## config.mk

```make
export PLATFORM = sky130hd
export DESIGN_NAME = ysyx_23060240_trap_ctrl_flat
export DESIGN_NICKNAME = d
export VERILOG_FILES = /design/src/rtl/ysyx_23060240_trap_ctrl_if.sv /design/src/rtl/ysyx_23060240_trap_ctrl.sv /design/src/flat_wrapper.sv
export SDC_FILE = /design/constraint.sdc
export NUM_CORES = 1
export LEC_CHECK = 0
export CAP_MARGIN = 15
export CORE_MARGIN = 4
export CORE_UTILIZATION = 25
export DETAILED_ROUTE_END_ITERATION = 8
export MAX_ROUTING_LAYER = met4
export PLACE_DENSITY = 0.68
export SKIP_LAST_GASP = 1
export SYNTH_ARGS = -nofsm -noshare
export SYNTH_HDL_FRONTEND = slang
export SYNTH_SLANG_ARGS = --single-unit
```

## constraint.sdc

```tcl
create_clock -name clk -period 4.2 [get_ports clk]
set_input_delay 1.26 -clock clk [delete_from_list [all_inputs] [get_ports clk]]
set_output_delay 1.26 -clock clk [all_outputs]
set_load 0.02 [all_outputs]
```

## src/rtl/ysyx_23060240_trap_ctrl_if.sv

```systemverilog
// ysyx_23060240_trap_ctrl_if: core request, CSR-file port and redirect signals of the trap controller
interface ysyx_23060240_trap_ctrl_if;
    logic        req_ecall;
    logic        req_mret;
    logic [31:0] pc;
    logic        req_csr_wen;
    logic [11:0] req_csr_addr;
    logic [31:0] req_csr_wdata;
    logic [31:0] csr_rdata;
    logic [11:0] csr_addr;
    logic [31:0] csr_wdata;
    logic        csr_wen;
    logic        busy;
    logic        redirect_valid;
    logic [31:0] redirect_pc;
    modport master (
        output req_ecall, req_mret, pc, req_csr_wen, req_csr_addr, req_csr_wdata, csr_rdata,
        input  csr_addr, csr_wdata, csr_wen, busy, redirect_valid, redirect_pc
    );
    modport slave (
        input  req_ecall, req_mret, pc, req_csr_wen, req_csr_addr, req_csr_wdata, csr_rdata,
        output csr_addr, csr_wdata, csr_wen, busy, redirect_valid, redirect_pc
    );
endinterface

```

## src/rtl/ysyx_23060240_trap_ctrl.sv

```systemverilog
// ysyx_23060240_trap_ctrl: sequences ecall/mret CSR updates and PC redirect over one CSR port
// Define YSYX_23060240_TRAP_MSTATUS_EN to add the mstatus update steps.
module ysyx_23060240_trap_ctrl #(
    parameter logic [31:0] ECALL_CAUSE      = 32'h0000000b,
    parameter logic [31:0] MTVEC_ALIGN_MASK = 32'hfffffffc
) (
    input logic                     clk,
    input logic                     rst_n,
    ysyx_23060240_trap_ctrl_if.slave bus
);
`ifdef YSYX_23060240_TRAP_MSTATUS_EN
    typedef enum logic [2:0] {IDLE, EPC, CAUSE, VEC, RET, STATUS, RSTATUS} state_t;
`else
    typedef enum logic [2:0] {IDLE, EPC, CAUSE, VEC, RET} state_t;
`endif
    state_t      state, next;
    logic [31:0] epc;
    logic        trap;
    assign trap = bus.req_ecall | bus.req_mret;
    always_ff @(posedge clk) begin
        if (!rst_n) begin
            state <= IDLE;
            epc   <= '0;
        end else begin
            state <= next;
            if (state == IDLE && bus.req_ecall) epc <= bus.pc;
        end
    end
    always_comb begin
        next               = state;
        bus.csr_addr       = '0;
        bus.csr_wdata      = '0;
        bus.csr_wen        = 1'b0;
        bus.redirect_valid = 1'b0;
        bus.redirect_pc    = '0;
        bus.busy           = (state != IDLE) | trap;
        case (state)
            IDLE: begin
                next          = bus.req_ecall ? EPC : bus.req_mret ? RET : IDLE;
                bus.csr_addr  = trap ? 12'h0 : bus.req_csr_addr;
                bus.csr_wdata = trap ? 32'h0 : bus.req_csr_wdata;
                bus.csr_wen   = ~trap & bus.req_csr_wen;
            end
            EPC: begin
                next          = CAUSE;
                bus.csr_addr  = 12'h341;
                bus.csr_wdata = epc;
                bus.csr_wen   = 1'b1;
            end
            CAUSE: begin
`ifdef YSYX_23060240_TRAP_MSTATUS_EN
                next          = STATUS;
`else
                next          = VEC;
`endif
                bus.csr_addr  = 12'h342;
                bus.csr_wdata = ECALL_CAUSE;
                bus.csr_wen   = 1'b1;
            end
`ifdef YSYX_23060240_TRAP_MSTATUS_EN
            STATUS: begin
                next          = VEC;
                bus.csr_addr  = 12'h300;
                bus.csr_wdata = {bus.csr_rdata[31:13], 2'b11, bus.csr_rdata[10:8], bus.csr_rdata[3],
                                 bus.csr_rdata[6:4], 1'b0, bus.csr_rdata[2:0]};
                bus.csr_wen   = 1'b1;
            end
            RSTATUS: begin
                next          = IDLE;
                bus.csr_addr  = 12'h300;
                bus.csr_wdata = {bus.csr_rdata[31:8], 1'b1, bus.csr_rdata[6:4], bus.csr_rdata[7],
                                 bus.csr_rdata[2:0]};
                bus.csr_wen   = 1'b1;
            end
`endif
            VEC: begin
                next               = IDLE;
                bus.csr_addr       = 12'h305;
                bus.redirect_valid = 1'b1;
                bus.redirect_pc    = bus.csr_rdata & MTVEC_ALIGN_MASK;
            end
            RET: begin
`ifdef YSYX_23060240_TRAP_MSTATUS_EN
                next               = RSTATUS;
`else
                next               = IDLE;
`endif
                bus.csr_addr       = 12'h341;
                bus.redirect_valid = 1'b1;
                bus.redirect_pc    = bus.csr_rdata;
            end
            default: next = IDLE;
        endcase
        // An asserted reset must not let a pending CSR write or redirect escape.
        if (!rst_n) begin
            bus.csr_wen        = 1'b0;
            bus.redirect_valid = 1'b0;
            bus.busy           = 1'b0;
        end
    end
endmodule
```

## src/flat_wrapper.sv

```systemverilog
// flat-port wrapper written by rule: the top's interface ports become plain ports
module ysyx_23060240_trap_ctrl_flat 
#(
    parameter logic [31:0] ECALL_CAUSE      = 32'h0000000b,
    parameter logic [31:0] MTVEC_ALIGN_MASK = 32'hfffffffc
)
  (clk, rst_n, bus_req_ecall, bus_req_mret, bus_pc, bus_req_csr_wen, bus_req_csr_addr, bus_req_csr_wdata, bus_csr_rdata, bus_csr_addr, bus_csr_wdata, bus_csr_wen, bus_busy, bus_redirect_valid, bus_redirect_pc);
  ysyx_23060240_trap_ctrl_if bus_i ();
  input logic clk;
  input logic rst_n;
  input wire logic [$bits(bus_i.req_ecall)-1:0] bus_req_ecall;
  input wire logic [$bits(bus_i.req_mret)-1:0] bus_req_mret;
  input wire logic [$bits(bus_i.pc)-1:0] bus_pc;
  input wire logic [$bits(bus_i.req_csr_wen)-1:0] bus_req_csr_wen;
  input wire logic [$bits(bus_i.req_csr_addr)-1:0] bus_req_csr_addr;
  input wire logic [$bits(bus_i.req_csr_wdata)-1:0] bus_req_csr_wdata;
  input wire logic [$bits(bus_i.csr_rdata)-1:0] bus_csr_rdata;
  output wire logic [$bits(bus_i.csr_addr)-1:0] bus_csr_addr;
  output wire logic [$bits(bus_i.csr_wdata)-1:0] bus_csr_wdata;
  output wire logic [$bits(bus_i.csr_wen)-1:0] bus_csr_wen;
  output wire logic [$bits(bus_i.busy)-1:0] bus_busy;
  output wire logic [$bits(bus_i.redirect_valid)-1:0] bus_redirect_valid;
  output wire logic [$bits(bus_i.redirect_pc)-1:0] bus_redirect_pc;
  assign bus_i.req_ecall = bus_req_ecall;
  assign bus_i.req_mret = bus_req_mret;
  assign bus_i.pc = bus_pc;
  assign bus_i.req_csr_wen = bus_req_csr_wen;
  assign bus_i.req_csr_addr = bus_req_csr_addr;
  assign bus_i.req_csr_wdata = bus_req_csr_wdata;
  assign bus_i.csr_rdata = bus_csr_rdata;
  assign bus_csr_addr = bus_i.csr_addr;
  assign bus_csr_wdata = bus_i.csr_wdata;
  assign bus_csr_wen = bus_i.csr_wen;
  assign bus_busy = bus_i.busy;
  assign bus_redirect_valid = bus_i.redirect_valid;
  assign bus_redirect_pc = bus_i.redirect_pc;
  ysyx_23060240_trap_ctrl #(.ECALL_CAUSE(ECALL_CAUSE), .MTVEC_ALIGN_MASK(MTVEC_ALIGN_MASK)) u_core (.clk(clk), .rst_n(rst_n), .bus(bus_i));
endmodule
```

### After elaboration in Yosys (flattened, before gate mapping)

Cells that the tools add are included.

* logic and storage cells: 29
* input port bits: 113
* bits in latches: 0
* register bits: 35
* memory bits (writable): 0
* output and inout bits: 79
* memories kept: 0
* bits in read-only memories: 0

* multipliers: 0
* reduce and logical (&&, ||, !) cells: 6
* bitwise logic cells: 4
* multiplexer cells: 13
* eq/ne operators: 4
* add/sub/neg operators: 0
* shifts and indexed selects: 0
* div/mod/pow operators: 0
* magnitude comparators: 0

Operator list (count)
* $pmux W32 S3: 1
* $pmux W32 S2: 1
* $pmux W12 S4: 1
* $mux W32: 1
* $mux W12: 1
* $pmux W3 S3: 1
* $eq A3 B2 Y1 const B: 2
* $mux W3: 2
* $reduce_or A2 Y1: 3
* $mux W1: 4
* $eq A3 B1 Y1 const B: 1
* $eq A3 B3 Y1 const B: 1
* $logic_not A3 Y1: 1
* $reduce_bool A3 Y1: 1
* $or A1 B1 Y1: 2
* $pmux W1 S2: 1
* $and A1 B1 Y1: 1
* $logic_and A1 B1 Y1: 1
* $not A1 Y1: 1

### Depth between registers and ports, before layout

* word-level depth: 5
* mapped depth: 6
* depth with buffers taken out: 3

### Worst setup path after synthesis

Ideal clock, no wire load.

* path type: input-to-output
* start point: in rst_n
* end point: out bus_csr_wen
* path slack: 825 ps
* path buffers: 2
* required time: 2940 ps
* cell stages on the path: 4
* arrival time: 2115 ps
* path through: clkbuf_1 > clkbuf_1 > o211a_1 > a31o_1

* cells in the longest elaborated chain, start to end: 1

Ends and longest elaborated chain
* start: declaration: line flat_wrapper.sv:10 `input logic rst_n;`
* $mux W1: line ysyx_23060240_trap_ctrl.sv:95 `if (!rst_n) begin`
* end: declaration: line flat_wrapper.sv:20 `output wire logic [$bits(bus_i.csr_wen)-1:0] bus_csr_wen;`

Every way passes these cells.

### Final worst setup path

* start point: in bus_req_ecall
* end point: out bus_csr_addr[6]

* cells in the longest elaborated chain, start to end: 3

Ends and longest elaborated chain
* start: declaration: line flat_wrapper.sv:11 `input wire logic [$bits(bus_i.req_ecall)-1:0] bus_req_ecall;`
* $or A1 B1 Y1: line ysyx_23060240_trap_ctrl.sv:19 `assign trap = bus.req_ecall | bus.req_mret;`
* $mux W12: line ysyx_23060240_trap_ctrl.sv:40 `bus.csr_addr = trap ? 12'h0 : bus.req_csr_addr;`
* $pmux W12 S4: line ysyx_23060240_trap_ctrl.sv:37 `case (state)`
* end: declaration: line flat_wrapper.sv:18 `output wire logic [$bits(bus_i.csr_addr)-1:0] bus_csr_addr;`

Every way passes these cells.

==> metrics.md <==
| Metric | Value |
|---|---|
| PortBufs | 191 |
| Final slew viol count | 0 |
| Critical setup path kind | in -> out |
| DP Area | slightly above 4000 um^2 |
| Hold crit path type | reg -> reg |
| Combinational family with the most area after synthesis | simple AND/OR/NAND/NOR gates |
| Post-synthesis mux area share | 0% |
| Die H | 98.41 um |
| Worst path required time | about 2.9 ns |
| Antenna Nets Post-Route | 0 |
| Outcome | complete, no violations |
| Tmin final | 4.140 ns |
| Final Setup Violations | 0 |
| Fin. Hold Viols | 0 |
| Die X | around 98 um |
| DRC Markers | 0 |
| H-tree lvl count | 2 |
| Max clock buf depth | 2 |
| HPWL after detailed placement | 6620 um |
| Post-Synth Simple-Gate Area | 32.64% |
| Max-cap violations | 0 |
| DIE AREA | 9684 um^2 |
| Leakage | approximately 1.9 nW |
| Core Area | slightly below 8000 um^2 |
| Complex-gate fraction of the synthesized area | between 20% and 30% |
| Gr usage total | 16.25% |
| Peak VDD IR | 0.1093 mV |
| Placer Congestion | 0.8602 |
| Slew HR | 62.34% |
| Crit start category | primary input |
| Post-synth top area share | 34.29% |
| Synth cell count leaders | dfxtp_1 (35), nand2_1 (34), nand3_1 (34), and2_1 (32), o21ai_0 (27) |
| Worst Skew | ~0.0032 ns |
| Routed vias/inst | 4.607 |
| Adder-Cell Fraction of Synth Area | 0% |
| Post-synthesis cell area | 2043 um^2 |
| Xor/xnor cell area share of the yosys netlist | 0% |
| Share of cells above drive strength 1 | 6.027% |
| Crit path arrival time | 2.88 ns |
| Fmax | 241.6 MHz |
| Worst hold slack | between 0.4 and 0.5 ns |
| Syn Area/Cell | around 7.7 um^2 |
| Gr ovfl total | 0 |
| Vias | 2,534 |
| Post-route design area | 4149 um^2 |
| Antenna violations before repair | 0 |
| Crit-path max FO | 17 |
| Total Power | 0.0009993 W |
| Nets@finish | 560 |
| Slew @ Worst Pin | approximately 0.56 ns |
| Period utilization | 98.56% |
| CTS tree | done |
| Initial Utilization | 26.04% |
| Critical Path Start | bus_req_ecall |
| FP Rows | 32 |
| FF-to-FF Start | u_core.state[2] |
| Initial DRC count | 96 |
| Yosys top cell by area | dfxtp_1 |
| Number of global-route vias before repair | 2,411 |
| Ys async rst share | 0% |
| Clock sinks | 35 |
| RSZ-0062 raised after global routing | no |
| Skew-Pair Late Insertion Delay | 0.28 ns |
| Clk root buf | clkbuf_8 |
| Synth top area cells | dfxtp_1 (34%), a22o_1 (11%), and2_1 (9.8%) |
| Final WL | 8215 um |
| Number of diodes | 0 |
| YS warnings | 0 |
| I/O pins | 192 |
| Syn_nets | 377 |
| Largest net degree at the start of global routing | 49 |
| Count of flip-flops with a built-in enable after synthesis | 0 |
| Area Growth Syn to Fin | 103.1% |
| Min-Delay Startpoint | u_core.epc[1] |
| First-pass GRT wire length | about 13,000 um |
| Seq/Total Area, Yosys | around a third |
| Num CTS Buffers | 5 |
| Worst-path clk slew | around 0.07 ns |
| Netlist cell types | 28 |
| DR pass1 iterations | 4 |
| Pwr dens | between 200 and 250 nW/um^2 |
| Ys flop type | dfxtp_1 |
| Synth Register Bits | 35 |
| Routed len/inst | approximately 15 um |
| Synth Instances | 264 |
| Count leader, synth | dfxtp_1 |
| Setup crit end kind | output port |
## sequential cells by signal (all words and copies together), names as in the netlist
| name | flops |
|---|---|
| u_core.epc | 32 |
| u_core.state | 3 |
## logic make-up after synthesis
kind of cell	after synthesis
and+or+nand+nor	124
buffers and inverters	27
AOI/OAI and AO/OA	78
DFF	35
## critical path, stage by stage
cell	delay [ns]
clkdlybuf4s50_1	0.56
nor3_4	0.07
buf_4	0.14
buf_12	0.14
a221o_2	0.37
dlygate4sd2_1	0.33
## layer usage
layer  vias up  track usage (%)  routed length (um)
met3         7            3.643                 534
met1      1135            19.48                3434
met4         0            3.151                  63
met5         -                -                   0
li1       1296                -                   -
met2        96            28.03                4183
## power breakdown
group,internal (W),switching (W),total (W)
Sequential,0.000359,0.0000202,0.000379
Combinational,0.000216,0.000176,0.000392
Clock,0.000116,0.000112,0.000229
## cell type report
| type | instances | area (um^2) |
|---|---|---|
| tap | 102 | 127.6 |
| sequential | 35 | 700.7 |
| fill | 763 | 3699 |
| timing repair buffer | 202 | 2028 |
| clock buffer | 7 | 76.32 |
| multi-input combinational | 202 | 1207 |
| clock inverter | 1 | 5.005 |
| inverter | 1 | 3.754 |
## per-stage QoR
stage / worst slack, ns / TNS [ns] / std cells / util, %
after global placement: -0.07114 / -1.937 / 541 / 51.72
after CTS: 0.01471 / 0 / 550 / 52.46
after global routing: 0.02552 / 0 / 550 / 52.87
final: 0.06046 / 0 / 550 / 52.87
after floorplan: 0.8248 / 0 / 264 / -
after detailed placement: -0.08359 / -2.299 / 541 / 51.72
## timing repair
item	4_1_cts	5_1_grt
endpoints found under the setup margin	36	13
buffers inserted	1	0
endpoints found under the hold margin	0	0
hold buffers	0	0
resized for setup	25	13
pin swaps	1	0
## layout by cell type, fill, tap and decap left out, drive strengths merged, types with 2 or more instances in the layout
| cell | Yosys | routed |
|---|---|---|
| o2bb2ai | 3 | 3 |
| a21oi | 8 | 8 |
| nand2b | 2 | 2 |
| and2 | 32 | 32 |
| dlymetal6s2s | 0 | 13 |
| nor3 | 3 | 3 |
| buf | 7 | 12 |
| o211a | 2 | 2 |
| nand3 | 34 | 34 |
| a22o | 30 | 30 |
| nor2 | 6 | 6 |
| clkbuf | 19 | 7 |
| o21ai | 32 | 32 |
| nand2 | 34 | 34 |
| clkdlybuf4s50 | 0 | 152 |
| dfxtp | 35 | 35 |
| and2b | 2 | 2 |
| and3 | 8 | 8 |
| dlygate4sd2 | 0 | 25 |
## path summary, 6_finish.rpt
kind	cells past startpoint	endpoint	slack, ns
min reg2reg	2	u_core.epc[1]	0.45
min	2	u_core.epc[1]	0.45
max	6	bus_csr_addr[6]	0.06
max reg2reg	4	u_core.epc[25]	2.81
Power figures use the tool's default switching activity.
==> variant 1 (same settings) <==
Add a define of `YSYX_23060240_TRAP_MSTATUS_EN`.
--- a/src/rtl/ysyx_23060240_trap_ctrl.sv
+++ b/src/rtl/ysyx_23060240_trap_ctrl.sv
@@ -1,4 +1,6 @@
 // ysyx_23060240_trap_ctrl: sequences ecall/mret CSR updates and PC redirect over one CSR port
 // Define YSYX_23060240_TRAP_MSTATUS_EN to add the mstatus update steps.
+`define YSYX_23060240_TRAP_MSTATUS_EN
+
 module ysyx_23060240_trap_ctrl #(
     parameter logic [31:0] ECALL_CAUSE      = 32'h0000000b,
Function: changed (Yosys sat finds a counterexample within 4 cycles, from zero or initial values and one cycle with rst_n low).
==> variant 1 against the unedited design <==
- sequential cell count unchanged
- cell area increased by 8.0%
- total power increased by 26%
- largest cell class unchanged
- combinational power increased by 64%
- core utilization decreased by 4.1 points
- area after synthesis increased by 15%
- wire length increased by 16%
- setup slack improved by 17 ps
- worst hold slack got worse by 4.8 ps
==> variant 1: results (changes against the unedited design) <==
Pwr
  – Leakage component of the power: 0.001942 uW (+3.9%)
  – Worst-case vdd ir drop: 0.0001073 V (-1.9%)

Place
  – Post-place setup slack: -99.88 ps (-16.29 ps)
  – Number of placed cells counting well taps: 600 (+11%)
  – Placement Cell Area: 4389 um2 (+8.1%)
  – Hpwl dp: 7434 um (+12%)
  – Weighted congestion reported at the end of routability-driven placement: 0.7570 (-12%)

STA
  – Slew @ Worst Pin: 410.9 ps (-149.8 ps)
  – Clock skew: 3.788 ps (+0.6269 ps)

Critical path
  – Reg2Reg Depth: 5 (+1)
  – Critical Path AT: 2860 ps (-20 ps)
  – CP Max Fanout: 21 (+4)
  – Slowest cell on the critical path: sky130_fd_sc_hd__clkdlybuf4s50_1

Logic synthesis
  – Netlist cell types: 35 (+25%)
  – Mapped Cells: 309 (+17%)
  – Net count of the mapped netlist: 422 (+12%)
  – Portion of the post-synthesis area used by sequential elements: 0.2987 (-0.04426)
  – Multiplexer share of the synthesized area: 0.004267 (+0.004267)
  – Top cells by instance count after synthesis: sky130_fd_sc_hd__nand2_1, sky130_fd_sc_hd__and2_1, sky130_fd_sc_hd__a21oi_1
  – Arithmetic-cell share of the synthesized area counting full adders, half adders and majority gates: 0.004267 (+0.004267)
  – Largest cells by area after synthesis: sky130_fd_sc_hd__dfxtp_1, sky130_fd_sc_hd__and2_1, sky130_fd_sc_hd__a221o_1
  – Synthesized-area fraction occupied by ao, oa, aoi and oai cells: 0.2571 (-0.007477)

Global route
  – Antenna violations before repair: 2 (+2)
  – Global-route wire length before repair: 15240 um (+21%)
  – GR Layer Usage met1: 0.2050 (+0.01019)
  – Overall routing resource usage: 0.1739 (+0.01136)
  – Pin count of the biggest net entering global routing: 36 (-27%)
  – GR Util met3: 0.04324 (+0.006808)
  – Via count of the first global-routing pass: 2861 (+19%)
  – GR Layer Usage met2: 0.3011 (+0.02081)

Drt
  – Metal2 WL: 4789 um (+14%)
  – Metal1 wirelength: 3978 um (+16%)
  – Total Wirelength: 9543 um (+16%)
  – Vias per inst: 4.739 (+2.8%)
  – Iteration-0 DRC Markers: 105 (+9.4%)

Outcome
  – Result of the run: completed

Finish
  – Post-layout instance count excluding filler cells: 612 (+11%)
  – Proportion of layout cells with a drive suffix above 1: 0.06413 (+0.003860)

Clock network
  – Resized Gates After CTS: 39 (+56%)
  – Insertion delay of the later-clocked pin in the worst-skew pair: 280 ps (about the same)
## variant 1: cell types whose count changed in the layout (fill, tap and decap cells not counted), moves of 7 or more
cell	before	now
sky130_fd_sc_hd__a221o_1	0	29
sky130_fd_sc_hd__dlymetal6s2s_1	13	6
sky130_fd_sc_hd__a22o_1	26	0
sky130_fd_sc_hd__a21oi_1	8	39
sky130_fd_sc_hd__nand3_1	34	1
sky130_fd_sc_hd__nor2_1	6	14
sky130_fd_sc_hd__and2_1	32	63
sky130_fd_sc_hd__o21ai_0	27	3
sky130_fd_sc_hd__nand2_1	34	66
sky130_fd_sc_hd__dlygate4sd2_1	25	39
## variant 1: logic make-up after synthesis
logic type                 after synthesis
muxes                                    1
AOI/OAI and AO/OA                       83
buffers and inverters                   30
DFF                                     35
adders and majority gates                1
and+or+nand+nor                        159
## variant 1: area by class of cell
| class | instances | area (um2) |
|---|---|---|
| antenna | 2 | 5.005 |
| clock buffer | 6 | 72.57 |
| clock inverter | 2 | 12.51 |
| fill | 919 | 4716 |
| inverter | 3 | 11.26 |
| multi-input combinational | 244 | 1469 |
| sequential | 35 | 700.7 |
| tap | 111 | 138.9 |
| timing repair buffer | 209 | 2071 |
## variant 1: power breakdown
group	total (uW)	internal [uW]	switching, uW	leakage, uW
clock	235	116	120	0.0000412
combinational	641	319	322	0.00161
sequential	380	364	16.9	0.000287
## variant 1: worst paths after layout
path	startpoint	end	slack (ps)
setup / recovery	bus_req_ecall	bus_csr_wdata[22]	80
hold / removal	u_core.epc[29]$_SDFFE_PN0P_	u_core.epc[29]$_SDFFE_PN0P_	450
setup reg to reg	u_core.state[2]$_SDFF_PN0_	u_core.epc[26]$_SDFFE_PN0P_	2380
hold reg to reg	u_core.epc[29]$_SDFFE_PN0P_	u_core.epc[29]$_SDFFE_PN0P_	450
==> variant 2 (same settings) <==
Made on the original files. The 5 states of `state_t` get a one-hot encoding in 5 bits.
--- a/src/rtl/ysyx_23060240_trap_ctrl.sv
+++ b/src/rtl/ysyx_23060240_trap_ctrl.sv
@@ -12,5 +12,5 @@
     typedef enum logic [2:0] {IDLE, EPC, CAUSE, VEC, RET, STATUS, RSTATUS} state_t;
 `else
-    typedef enum logic [2:0] {IDLE, EPC, CAUSE, VEC, RET} state_t;
+    typedef enum logic [4:0] {IDLE = 5'b00001, EPC = 5'b00010, CAUSE = 5'b00100, VEC = 5'b01000, RET = 5'b10000} state_t;
 `endif
     state_t      state, next;
Behaviour: no difference found for any inputs over 10 cycles, from zero or initial values and one cycle with rst_n low; not proved beyond that.
==> variant 2 against the unedited design <==
- clock power rose by 65%
- non-clock buffer count increased by 2
- total power up 19%
- cell area up 3.4%
- wire length increased by 3.9%
- area after synthesis up 16%
- sequential power up 10%
- sequential cell count up 2
- setup slack gained 42 ps
- highest routed layer unchanged
==> variant 2: results (changes against the unedited design) <==
Pwr
  – Cell internal power dissipation: 840.3 uW (+22%)
  – Leakage component of the power: 0.001945 uW (+4.1%)

Global route
  – Overall routing resource usage: 0.1527 (-0.009794)
  – Via count of the first global-routing pass: 2710 (+12%)
  – Global-route wire length before repair: 13520 um (+7.5%)

Finish
  – Non-clock buffering overhead: 0.4323 (-0.05652)
  – Fin nets: 568 (+1.4%)
  – Count of flip-flops and latches: 37 (+5.7%)
  – Top Registers: u_core.epc x32, u_core.state x5
  – Clock-cell share: 0.03209 (+0.01249)

Outcome
  – Result of the run: completed

Logic synthesis
  – Top cells by instance count after synthesis: sky130_fd_sc_hd__nand2_1, sky130_fd_sc_hd__and3_1, sky130_fd_sc_hd__dfxtp_1
  – Mapped Cells: 277 (+4.9%)
  – Net count of the mapped netlist: 390 (+3.4%)
  – Post-Synth XOR/XNOR Area: 0.01111 (+0.01111)
  – Netlist cell types: 35 (+25%)
  – Portion of the post-synthesis area used by sequential elements: 0.3132 (-0.02970)

Drt
  – Vias per inst: 4.579 (-0.60%)
  – Detail Route met3 WL: 597 um (+12%)
  – Iteration-0 DRC Markers: 86 (-10%)
  – Post-detailed-route wirelength per cell: 14.59 um (-2.3%)
  – Metal2 WL: 4269 um (+2.1%)

STA
  – Final worst hold slack: 462.0 ps (+7.479 ps)
  – Tcrit/Tclk final: 0.9755 (-0.01011)
  – Slew headroom: 0.5630 (-0.06041)

Critical path
  – Critical Path Max Stage Delay: 460 ps (-100 ps)
  – Critical R2R Capture: u_core.epc[8]$_SDFFE_PN0P_
  – Beginning of the worst register-to-register path: u_core.state[4]$_SDFF_PN0_

Place
  – Post-place setup slack: -245.8 ps (-162.2 ps)
  – Weighted congestion reported at the end of routability-driven placement: 0.7628 (-11%)

Min path
  – Hold Path End: u_core.epc[31]$_SDFFE_PN0P_
-- variant 2: worst max-delay path, delay by kind of cell --
| kind | cells | cell delay (ps) |
|---|---|---|
| buffers and inverters | 3 | 940 |
| AOI/OAI and AO/OA | 1 | 110 |
| and+or+nand+nor | 2 | 530 |
-- variant 2: through the flow --
| step | area [um2] | setup TNS (ps) |
|---|---|---|
| 2_1_floorplan | 2365 | 0 |
| 3_3_place_gp | 4324 | -7889 |
| 3_5_place_dp | 4324 | -8320 |
| 4_1_cts | 4405 | 0 |
| 5_1_grt | 4289 | 0 |
| 6_report | 4289 | 0 |
-- variant 2: timing repair --
| item | 4_1_cts | 5_1_grt |
|---|---|---|
| setup endpoints to repair | 45 | 35 |
| hold endpoints to repair | 0 | 0 |
| resized for setup | 45 | 67 |
| hold buffers | 0 | 0 |
-- variant 2: power by group through the flow --
stage               registers [uW]  clock network, uW  logic (uW)
finish                         417                377         394
global route                   422                408         427
CTS                            417                391         403
detailed placement             425                  0         425
global placement               424                  0         417
floorplan                      407                  0         242
